<file path="config.mk">
export PLATFORM = sky130hd
export DESIGN_NAME = da_src_sched_flat
export DESIGN_NICKNAME = d
export VERILOG_FILES = /design/src/rtl/da_pkg.sv /design/src/rtl/da_src_sched_if.sv /design/src/rtl/da_tone_addr_gen.sv /design/src/rtl/da_src_sched.sv /design/src/flat_wrapper.sv
export SDC_FILE = /design/constraint.sdc
export NUM_CORES = 1
export LEC_CHECK = 0
export ABC_AREA = 1
export CAP_MARGIN = 40
export CORE_ASPECT_RATIO = 1.4
export CORE_MARGIN = 8
export CORE_UTILIZATION = 54
export DETAILED_ROUTE_END_ITERATION = 8
export GPL_TIMING_DRIVEN = 0
export PLACE_DENSITY_LB_ADDON = 0.3
export SETUP_SLACK_MARGIN = 0.1
export SLEW_MARGIN = 25
export SYNTH_ARGS = -nofsm -noshare
export SYNTH_HDL_FRONTEND = slang
export SYNTH_HIERARCHICAL = 1
export SYNTH_SLANG_ARGS = --single-unit
</file>
<file path="constraint.sdc">
create_clock -name clk -period 2.4 [get_ports clk]
set_input_delay 0.48 -clock clk [delete_from_list [all_inputs] [get_ports clk]]
set_output_delay 0.48 -clock clk [all_outputs]
set_load 0.05 [all_outputs]
</file>
<file path="src/rtl/da_pkg.sv">
// Shared encodings and defaults for the DA source scheduler.
// Holds the FSM state / src_sel codes and parameter defaults.
package da_pkg;

    typedef enum logic [1:0] {
        ST_IDLE  = 2'd0,
        ST_DEMOD = 2'd1,
        ST_TONE  = 2'd2
    } state_t;

    localparam logic [7:0]  FREQ_ADJ_DEF  = 8'd4;
    localparam logic [7:0]  IDLE_CODE_DEF = 8'd128;
    localparam logic [15:0] HOLD_MAX_DEF  = 16'd1023;

endpackage

</file>
<file path="src/rtl/da_src_sched_if.sv">
// Source/ROM/DA signal bundle of the DA source scheduler.
// master: sample source + ROM side; slave: the scheduler.
interface da_src_sched_if;

    logic [7:0] demod_data;
    logic       demod_valid;
    logic       tone_en;
    logic [7:0] rom_data;
    logic [7:0] rom_addr;
    logic [7:0] da_data;
    logic       da_clk;
    logic [1:0] src_sel;
    logic       underrun;

    modport master (
        output demod_data,
        output demod_valid,
        output tone_en,
        output rom_data,
        input  rom_addr,
        input  da_data,
        input  da_clk,
        input  src_sel,
        input  underrun
    );

    modport slave (
        input  demod_data,
        input  demod_valid,
        input  tone_en,
        input  rom_data,
        output rom_addr,
        output da_data,
        output da_clk,
        output src_sel,
        output underrun
    );

endinterface

</file>
<file path="src/rtl/da_tone_addr_gen.sv">
// Tone ROM address generator: divider 0..FREQ_ADJ, address steps on wrap.
// Ports: clk, rst_n, run (clears when low), rom_addr, wrap (period end).
module da_tone_addr_gen
    import da_pkg::*;
#(
    parameter logic [7:0] FREQ_ADJ = FREQ_ADJ_DEF
) (
    input  logic       clk,
    input  logic       rst_n,
    input  logic       run,
    output logic [7:0] rom_addr,
    output logic       wrap
);

    logic [7:0] div_q;
    logic [7:0] div_d;
    logic [7:0] addr_q;
    logic [7:0] addr_d;
    logic       div_end;

    assign div_end = (div_q == FREQ_ADJ);

    always_comb begin
        div_d  = 8'd0;
        addr_d = 8'd0;
        if (run) begin
            if (div_end) begin
                div_d  = 8'd0;
                addr_d = addr_q + 8'd1;
            end else begin
                div_d  = div_q + 8'd1;
                addr_d = addr_q;
            end
        end
    end

    always_ff @(posedge clk or negedge rst_n) begin
        if (!rst_n) begin
            div_q  <= 8'd0;
            addr_q <= 8'd0;
        end else begin
            div_q  <= div_d;
            addr_q <= addr_d;
        end
    end

    assign rom_addr = addr_q;
    // Last cycle of a whole tone period.
    assign wrap = run && div_end && (addr_q == 8'hFF);

endmodule

</file>
<file path="src/rtl/da_src_sched.sv">
// DA source scheduler: picks idle code, demod samples or ROM tone.
// Ports: clk, rst_n, bus (slave: demod/tone/ROM in, DA/status out).
module da_src_sched
    import da_pkg::*;
#(
    parameter logic [7:0]  FREQ_ADJ  = FREQ_ADJ_DEF,
    parameter logic [7:0]  IDLE_CODE = IDLE_CODE_DEF,
    parameter logic [15:0] HOLD_MAX  = HOLD_MAX_DEF
) (
    input logic          clk,
    input logic          rst_n,
    da_src_sched_if.slave bus
);

    state_t      state_q;
    state_t      state_d;
    logic [15:0] hold_q;
    logic [15:0] hold_d;
    logic [7:0]  da_q;
    logic [7:0]  da_d;
    logic        underrun_q;
    logic        underrun_d;
    logic        tone_vld_q;
    logic        tone_run;
    logic        tone_wrap;
    logic [7:0]  rom_addr_w;

    assign tone_run = (state_q == ST_TONE);

    da_tone_addr_gen #(
        .FREQ_ADJ (FREQ_ADJ)
    ) u_gen (
        .clk      (clk),
        .rst_n    (rst_n),
        .run      (tone_run),
        .rom_addr (rom_addr_w),
        .wrap     (tone_wrap)
    );

    always_comb begin
        state_d    = state_q;
        hold_d     = 16'd0;
        da_d       = da_q;
        underrun_d = 1'b0;
        unique case (state_q)
            ST_IDLE: begin
                da_d = IDLE_CODE;
                if (bus.tone_en) begin
                    state_d = ST_TONE;
                end else if (bus.demod_valid) begin
                    // The request sample itself goes out.
                    state_d = ST_DEMOD;
                    da_d    = bus.demod_data;
                end
            end
            ST_DEMOD: begin
                if (bus.demod_valid) begin
                    da_d = bus.demod_data;
                end
                if (bus.tone_en) begin
                    state_d = ST_TONE;
                end else if (bus.demod_valid) begin
                    hold_d = 16'd0;
                end else if (hold_q == HOLD_MAX - 16'd1) begin
                    state_d    = ST_IDLE;
                    underrun_d = 1'b1;
                end else begin
                    hold_d = hold_q + 16'd1;
                end
            end
            ST_TONE: begin
                // rom_data is stale until one TONE cycle has passed.
                if (tone_vld_q) begin
                    da_d = bus.rom_data;
                end
                if (!bus.tone_en && tone_wrap) begin
                    state_d = ST_IDLE;
                end
            end
            default: begin
                state_d = ST_IDLE;
            end
        endcase
    end

    always_ff @(posedge clk or negedge rst_n) begin
        if (!rst_n) begin
            state_q    <= ST_IDLE;
            hold_q     <= 16'd0;
            da_q       <= IDLE_CODE;
            underrun_q <= 1'b0;
            tone_vld_q <= 1'b0;
        end else begin
            state_q    <= state_d;
            hold_q     <= hold_d;
            da_q       <= da_d;
            underrun_q <= underrun_d;
            tone_vld_q <= tone_run;
        end
    end

    assign bus.rom_addr = rom_addr_w;
    assign bus.da_data  = da_q;
    assign bus.src_sel  = state_q;
    assign bus.underrun = underrun_q;
    assign bus.da_clk   = ~clk;

endmodule

</file>
<file path="src/flat_wrapper.sv">
// flat-port wrapper written by rule: the top's interface ports become plain ports
module da_src_sched_flat import da_pkg::*;
#(
    parameter logic [7:0]  FREQ_ADJ  = FREQ_ADJ_DEF,
    parameter logic [7:0]  IDLE_CODE = IDLE_CODE_DEF,
    parameter logic [15:0] HOLD_MAX  = HOLD_MAX_DEF
)
  (clk, rst_n, bus_demod_data, bus_demod_valid, bus_tone_en, bus_rom_data, bus_rom_addr, bus_da_data, bus_da_clk, bus_src_sel, bus_underrun);
  da_src_sched_if bus_i ();
  input logic clk;
  input logic rst_n;
  input wire logic [$bits(bus_i.demod_data)-1:0] bus_demod_data;
  input wire logic [$bits(bus_i.demod_valid)-1:0] bus_demod_valid;
  input wire logic [$bits(bus_i.tone_en)-1:0] bus_tone_en;
  input wire logic [$bits(bus_i.rom_data)-1:0] bus_rom_data;
  output wire logic [$bits(bus_i.rom_addr)-1:0] bus_rom_addr;
  output wire logic [$bits(bus_i.da_data)-1:0] bus_da_data;
  output wire logic [$bits(bus_i.da_clk)-1:0] bus_da_clk;
  output wire logic [$bits(bus_i.src_sel)-1:0] bus_src_sel;
  output wire logic [$bits(bus_i.underrun)-1:0] bus_underrun;
  assign bus_i.demod_data = bus_demod_data;
  assign bus_i.demod_valid = bus_demod_valid;
  assign bus_i.tone_en = bus_tone_en;
  assign bus_i.rom_data = bus_rom_data;
  assign bus_rom_addr = bus_i.rom_addr;
  assign bus_da_data = bus_i.da_data;
  assign bus_da_clk = bus_i.da_clk;
  assign bus_src_sel = bus_i.src_sel;
  assign bus_underrun = bus_i.underrun;
  da_src_sched #(.FREQ_ADJ(FREQ_ADJ), .IDLE_CODE(IDLE_CODE), .HOLD_MAX(HOLD_MAX)) u_core (.clk(clk), .rst_n(rst_n), .bus(bus_i));
endmodule
</file>
==> impl_metrics.json, run 1 <==
{
  "io_pins": 40,
  "ant_nets": 0,
  "core_mm2": 0.004536,
  "yosys_warnings": 6,
  "yosysMostFrequentCell": "nand2_1",
  "hold_buffers": 0,
  "holdCritPathClass": "primary input to async pin",
  "routed_wl_um": 5761,
  "fin_tns_setup_ps": 0,
  "grtUsageTotal": 0.1735,
  "clock-skew-final_ps": 8.590,
  "drc": 0,
  "syn-cell-area_mm2": 0.002550,
  "antenna_found_initial": 0,
  "finalNetCount": 412,
  "die_w_um": 74.08,
  "rr_startpoint": "u_core/u_gen/div_q[0]$_DFF_PN0_",
  "syn_avg_cell_area_um2": 7.589,
  "globalplace.congestion": 0.9150,
  "synthDistinctLibCells": 32,
  "nFillCells": 378,
  "p_int_uw": 1487,
  "cts_buffer_depth": 2,
  "run_status": "finished, final reports clean",
  "synth_common_cells": "81 x nand2_1, 56 x nor2_1, 45 x inv_1",
  "grt_pass1_wl_um": 9880,
  "synth_edf_count": 0,
  "worstRegToRegCells": 11,
  "path_clk_slew_ps": 90,
  "p_leak_uw": 0.001453,
  "seq_power_share": 0.348,
  "synth_area_leaders": "dfrtp_1 42%, nand2_1 12%, nor2_1 8.2%, inv_1 6.6%, ha_1 4.4%",
  "dr.first_iter.drc_count": 114,
  "yosysTopAreaCell": "dfrtp_1",
  "start_kind": "clock port",
  "cts_made_buffers": 5,
  "async_reset_ff_frac": 1.000,
  "power_density_mw_per_mm2": 815.0,
  "tightest_slew_ps": 537.6,
  "clkPwrFrac": 0.251,
  "hold_viol": 0,
  "crit_required_ps": 1920,
  "drv_cap": 0,
  "diodes": 0,
  "ys_seq_area_frac": 0.4323,
  "synth_top_area_frac": 0.4220,
  "syn_nets": 365,
  "synth_seq_cells": 44,
  "grt_pass1_vias": 2251,
  "slew_viol_final": 0,
  "post-route-util": 0.6927,
  "num_vias": 2287,
  "start_util": 0.5622,
  "drtPass1Iterations": 6,
  "vdd_drop_max_v": 0.0009153,
  "setup_ws_ps": 149.0,
  "die_h_um": 97.31,
  "drive_gt1_frac": 0.08854,
  "switching_share": 0.4193,
  "path_class": "clock port to output port",
  "power_frac_comb": 0.400,
  "root_buffer": "clkbuf_8",
  "p_sw_uw": 1074,
  "crit_start": "clk",
  "grt_max_degree": 31,
  "htreeDepth": 2,
  "r2r-end": "u_core/bus.src_sel[1]$_DFFE_PN0P_",
  "register_area_mm2": 0.001102,
  "via_per_inst": 5.128,
  "crit_fanout": 13,
  "core.rowCount": 29,
  "routedWlPerCell_um": 12.92,
  "multi_input_area_mm2": 0.001246,
  "maxSlewHeadroom": 0.6405,
  "cts_tree": "yes",
  "port_buffers": 39,
  "setup-violations-final": 0,
  "ys.flop_type": "dfrtp_1",
  "worst_ep_arrival_time_ps": 1770,
  "pre_cts_ws_ps": -88.28,
  "grt_setup_unrepaired": "no",
  "clkLatencyLatePin_ps": 300,
  "area_delta_synth_final_pct": 23.21,
  "hpwl_um": 4482,
  "r2r_slack_ps": 360,
  "endpoint_kind": "output port",
  "overflow": 0,
  "synthCells": 336,
  "die_area_mm2": 0.007208
}
==> stage by stage <==
step | hold WS [ps] | total power, uW | area (um2) | cells
2_1_floorplan | 184.4 | 1677 | 2550 | 336
3_3_place_gp | 463.4 | 1995 | 3018 | 437
3_5_place_dp | 421.8 | 2025 | 3033 | 438
4_1_cts | 92.11 | 2566 | 3139 | 446
5_1_grt | 99.99 | 2734 | 3142 | 446
6_report | 87.24 | 2560 | 3142 | 446
==> area by class of cell <==
type	instances	share of cell area
Clock buffer	8	0.03664
Buffer	4	0.009160
Sequential cell	44	0.3509
Tap cell	62	0.02469
Multi-Input combinational cell	242	0.3967
Timing Repair Buffer	39	0.1258
Inverter	45	0.05376
Clock inverter	2	0.002389
==> power groups by stage <==
stage	sequential, uW	clock, uW	combinational (uW)
finish	892	644	1020
global route	904	690	1140
CTS	892	649	1020
detailed placement	907	102	1020
global placement	905	102	988
floorplan	1100	70.4	504
==> worst max path at each step <==
stage,slack [ps],endpoint,depth (start not counted)
floorplan,300,u_core/bus.src_sel[0]$_DFFE_PN0P_,10
global placement,-320,u_core/bus.da_data[2]$_DFFE_PN0P_,1
detailed placement,-90,bus_da_clk,2
CTS,100,bus_da_clk,4
global route,120,bus_da_clk,4
finish,150,bus_da_clk,4
==> routing by layer <==
layer	GRT usage	part of all wire	vias up
met1	0.1940	0.41	1068
li1	-	-	1155
met2	0.2996	0.54	54
met4	0.07883	0.023	0
met3	0.03409	0.032	10
met5	0	0	-
==> worst max-delay path: stages <==
cell      delay [ps]
clkbuf_8         130
clkbuf_8         160
inv_1             60
clkbuf_4         220
==> logic make-up after synthesis <==
group / synth area share
flip-flops: 0.4323
buffers and inverters: 0.07900
adder cells (fa/ha/maj): 0.04416
AND/OR/NAND/NOR: 0.3371
XOR/XNOR: 0.03778
AO/OA/AOI/OAI: 0.06968
==> state kept, by name, summed over array words and instances, names as in the netlist <==
signal	flops
u_core/tone_vld_q	1
u_core/u_gen/rom_addr	8
u_core/u_gen/div_q	8
u_core/bus.src_sel	2
u_core/bus.da_data	8
u_core/bus.underrun	1
u_core/hold_q	16
==> cell usage in the layout, fill, tap and decap left out, types with 4 or more instances in the layout <==
cell type,instances
nand4_1,4
dfrtp_1,43
xnor2_1,4
nand2_2,5
o21ai_0,16
ha_1,9
clkdlybuf4s50_1,37
nor3_1,8
nor2_2,4
clkbuf_8,6
inv_1,46
nand3_1,22
a21oi_1,6
xor2_1,7
nor2_1,56
nand2_1,81
==> repair_timing <==
action	in CTS	in global routing
setup buffers	0	0
gates resized for setup	5	1
setup endpoints to repair	1	1
No activity file was read; power rests on OpenSTA's default activity.
==> run 2: changes to the inputs <==
--- a/config.mk
+++ b/config.mk
@@ -7,11 +7,13 @@
 export LEC_CHECK = 0
 export ABC_AREA = 1
 export CAP_MARGIN = 40
+export CELL_PAD_IN_SITES_DETAIL_PLACEMENT = 1
+export CELL_PAD_IN_SITES_GLOBAL_PLACEMENT = 1
 export CORE_ASPECT_RATIO = 1.4
 export CORE_MARGIN = 8
-export CORE_UTILIZATION = 54
+export CORE_UTILIZATION = 39
 export DETAILED_ROUTE_END_ITERATION = 8
-export GPL_TIMING_DRIVEN = 0
+export GPL_TIMING_DRIVEN = 1
 export PLACE_DENSITY_LB_ADDON = 0.3
 export SETUP_SLACK_MARGIN = 0.1
 export SLEW_MARGIN = 25
==> impl_metrics.json, run 2 (synthesized netlist as in run 1, its figures left out) <==
{
  "clock-skew-final_ps": 3.590,
  "pre_cts_ws_ps": -88.28,
  "hpwl_um": 5269,
  "tightest_slew_ps": 577.9,
  "grtUsageTotal": 0.1515,
  "die_h_um": 111.7,
  "root_buffer": "clkbuf_8",
  "overflow": 0,
  "register_area_mm2": 0.001102,
  "globalplace.congestion": 0.8305,
  "power_density_mw_per_mm2": 813.0,
  "grt_pass1_wl_um": 11810,
  "drive_gt1_frac": 0.08639,
  "grt_setup_unrepaired": "no",
  "worst_ep_arrival_time_ps": 1750,
  "worst_path_most_repeated_cell": "clkbuf_8",
  "dp_cells": 448,
  "die_area_mm2": 0.009419,
  "htreeDepth": 2,
  "clkLatencyLatePin_ps": 300,
  "drv_cap": 0,
  "crit_fanout": 15,
  "slew_viol_final": 0,
  "path_class": "clock port to output port",
  "dr.first_iter.drc_count": 51,
  "start_util": 0.3961,
  "worstRegToRegCells": 10,
  "ant_nets": 0,
  "grt_pass1_vias": 2593,
  "slowest_stage": "buf_4",
  "maxSlewHeadroom": 0.6147,
  "area_delta_synth_final_pct": 22.37,
  "via_per_inst": 5.039,
  "fin_cells": 456,
  "drc": 0,
  "setup-violations-final": 0,
  "die_w_um": 84.34,
  "routedWlPerCell_um": 14.85,
  "diodes": 0,
  "r2r_slack_ps": 290,
  "run_status": "finished, final reports clean",
  "final_cell_mix": "81 x nand2_1, 56 x nor2_1, 45 x inv_1, 43 x dfrtp_1, 37 x clkdlybuf4s50_1",
  "post-route-util": 0.4847,
  "crit_path_cell_trace": "clkbuf_8, clkbuf_8, inv_1, buf_4",
  "drtPass1Iterations": 4,
  "port_buffers": 39,
  "largest_register": "u_core/hold_q",
  "multi_input_area_mm2": 0.001246,
  "p_leak_uw": 0.001431,
  "hold_ws_ps": 164.0,
  "cts_tree": "yes",
  "grt_max_degree": 24,
  "antenna_found_initial": 0,
  "cts_made_buffers": 5,
  "final_common_cell": "nand2_1",
  "cpPeakStageDelay_ps": 190,
  "crit_required_ps": 1920,
  "r2r-end": "u_core/bus.src_sel[0]$_DFFE_PN0P_",
  "holdCritPathClass": "primary input to async pin",
  "start_kind": "clock port",
  "io_pins": 40,
  "hold_viol": 0,
  "hold_buffers": 0,
  "setup_ws_ps": 170.8,
  "routed_wl_um": 6772,
  "rr_startpoint": "u_core/u_gen/rom_addr[0]$_DFFE_PN0P_",
  "num_vias": 2298,
  "cts_buffer_depth": 2,
  "nFillCells": 818,
  "finalNetCount": 410,
  "endpoint_kind": "output port",
  "vdd_drop_max_v": 0.0005670,
  "core.rowCount": 35,
  "largest_reg_flops": 16,
  "path_clk_slew_ps": 90,
  "core_mm2": 0.006437
}
[run 2: changes by cell type in the layout (fill, tap and decap cells not counted)]
cell / previous run / this run
inv_1: 46 / 45
clkbuf_16: 1 / 0
buf_2: 3 / 1
clkbuf_8: 6 / 5
clkinv_2: 0 / 1
buf_6: 1 / 0
inv_4: 0 / 1
clkbuf_4: 1 / 0
buf_4: 1 / 3
inv_6: 0 / 1
[run 2: worst max-delay path by stage]
stage,cells past startpoint,from,end,slack [ps]
floorplan,10,u_core/u_gen/rom_addr[0]$_DFFE_PN0P_,u_core/bus.src_sel[0]$_DFFE_PN0P_,300
global placement,2,clk,bus_da_clk,-90
detailed placement,2,clk,bus_da_clk,-90
CTS,4,clk,bus_da_clk,150
global route,4,clk,bus_da_clk,120
finish,4,clk,bus_da_clk,170
[run 2: critical path, delay by kind of cell]
| kind | cells | cell delay, ps |
|---|---|---|
| buffers and inverters | 4 | 550 |
[run 2: power breakdown]
group	switching, uW	internal, uW
registers	59.0	832
logic	710	341
clock network	363	232
[run 2: repair_timing]
item                                    4_1_cts  5_1_grt
buffers inserted                              0        0
hold endpoints to repair                      0        0
resized for setup                             6        0
endpoints found under the setup margin        1        0
[run 2: metrics by stage]
stage | cell area (um2) | power, uW | TNS (ps)
2_1_floorplan | 2550 | 1677 | 0
3_3_place_gp | 3034 | 2021 | -88.28
3_5_place_dp | 3034 | 2057 | -88.28
4_1_cts | 3120 | 2572 | 0
5_1_grt | 3120 | 2708 | 0
6_report | 3120 | 2537 | 0
[run 2: layer usage]
| layer | global-route usage | share of wire |
|---|---|---|
| met3 | 0.02922 | 0.027 |
| met1 | 0.1591 | 0.40 |
| met5 | 0 | 0 |
| met4 | 0.05909 | 0.019 |
| met2 | 0.2838 | 0.56 |
[run 2: cell type report]
| cell class | count | share of cell area |
|---|---|---|
| multi-input combinational | 242 | 0.3994 |
| sequential | 44 | 0.3532 |
| timing repair buffer | 41 | 0.1315 |
| inverter | 45 | 0.05413 |
| tap | 74 | 0.02967 |
| clock buffer | 6 | 0.02446 |
| clock inverter | 4 | 0.007618 |
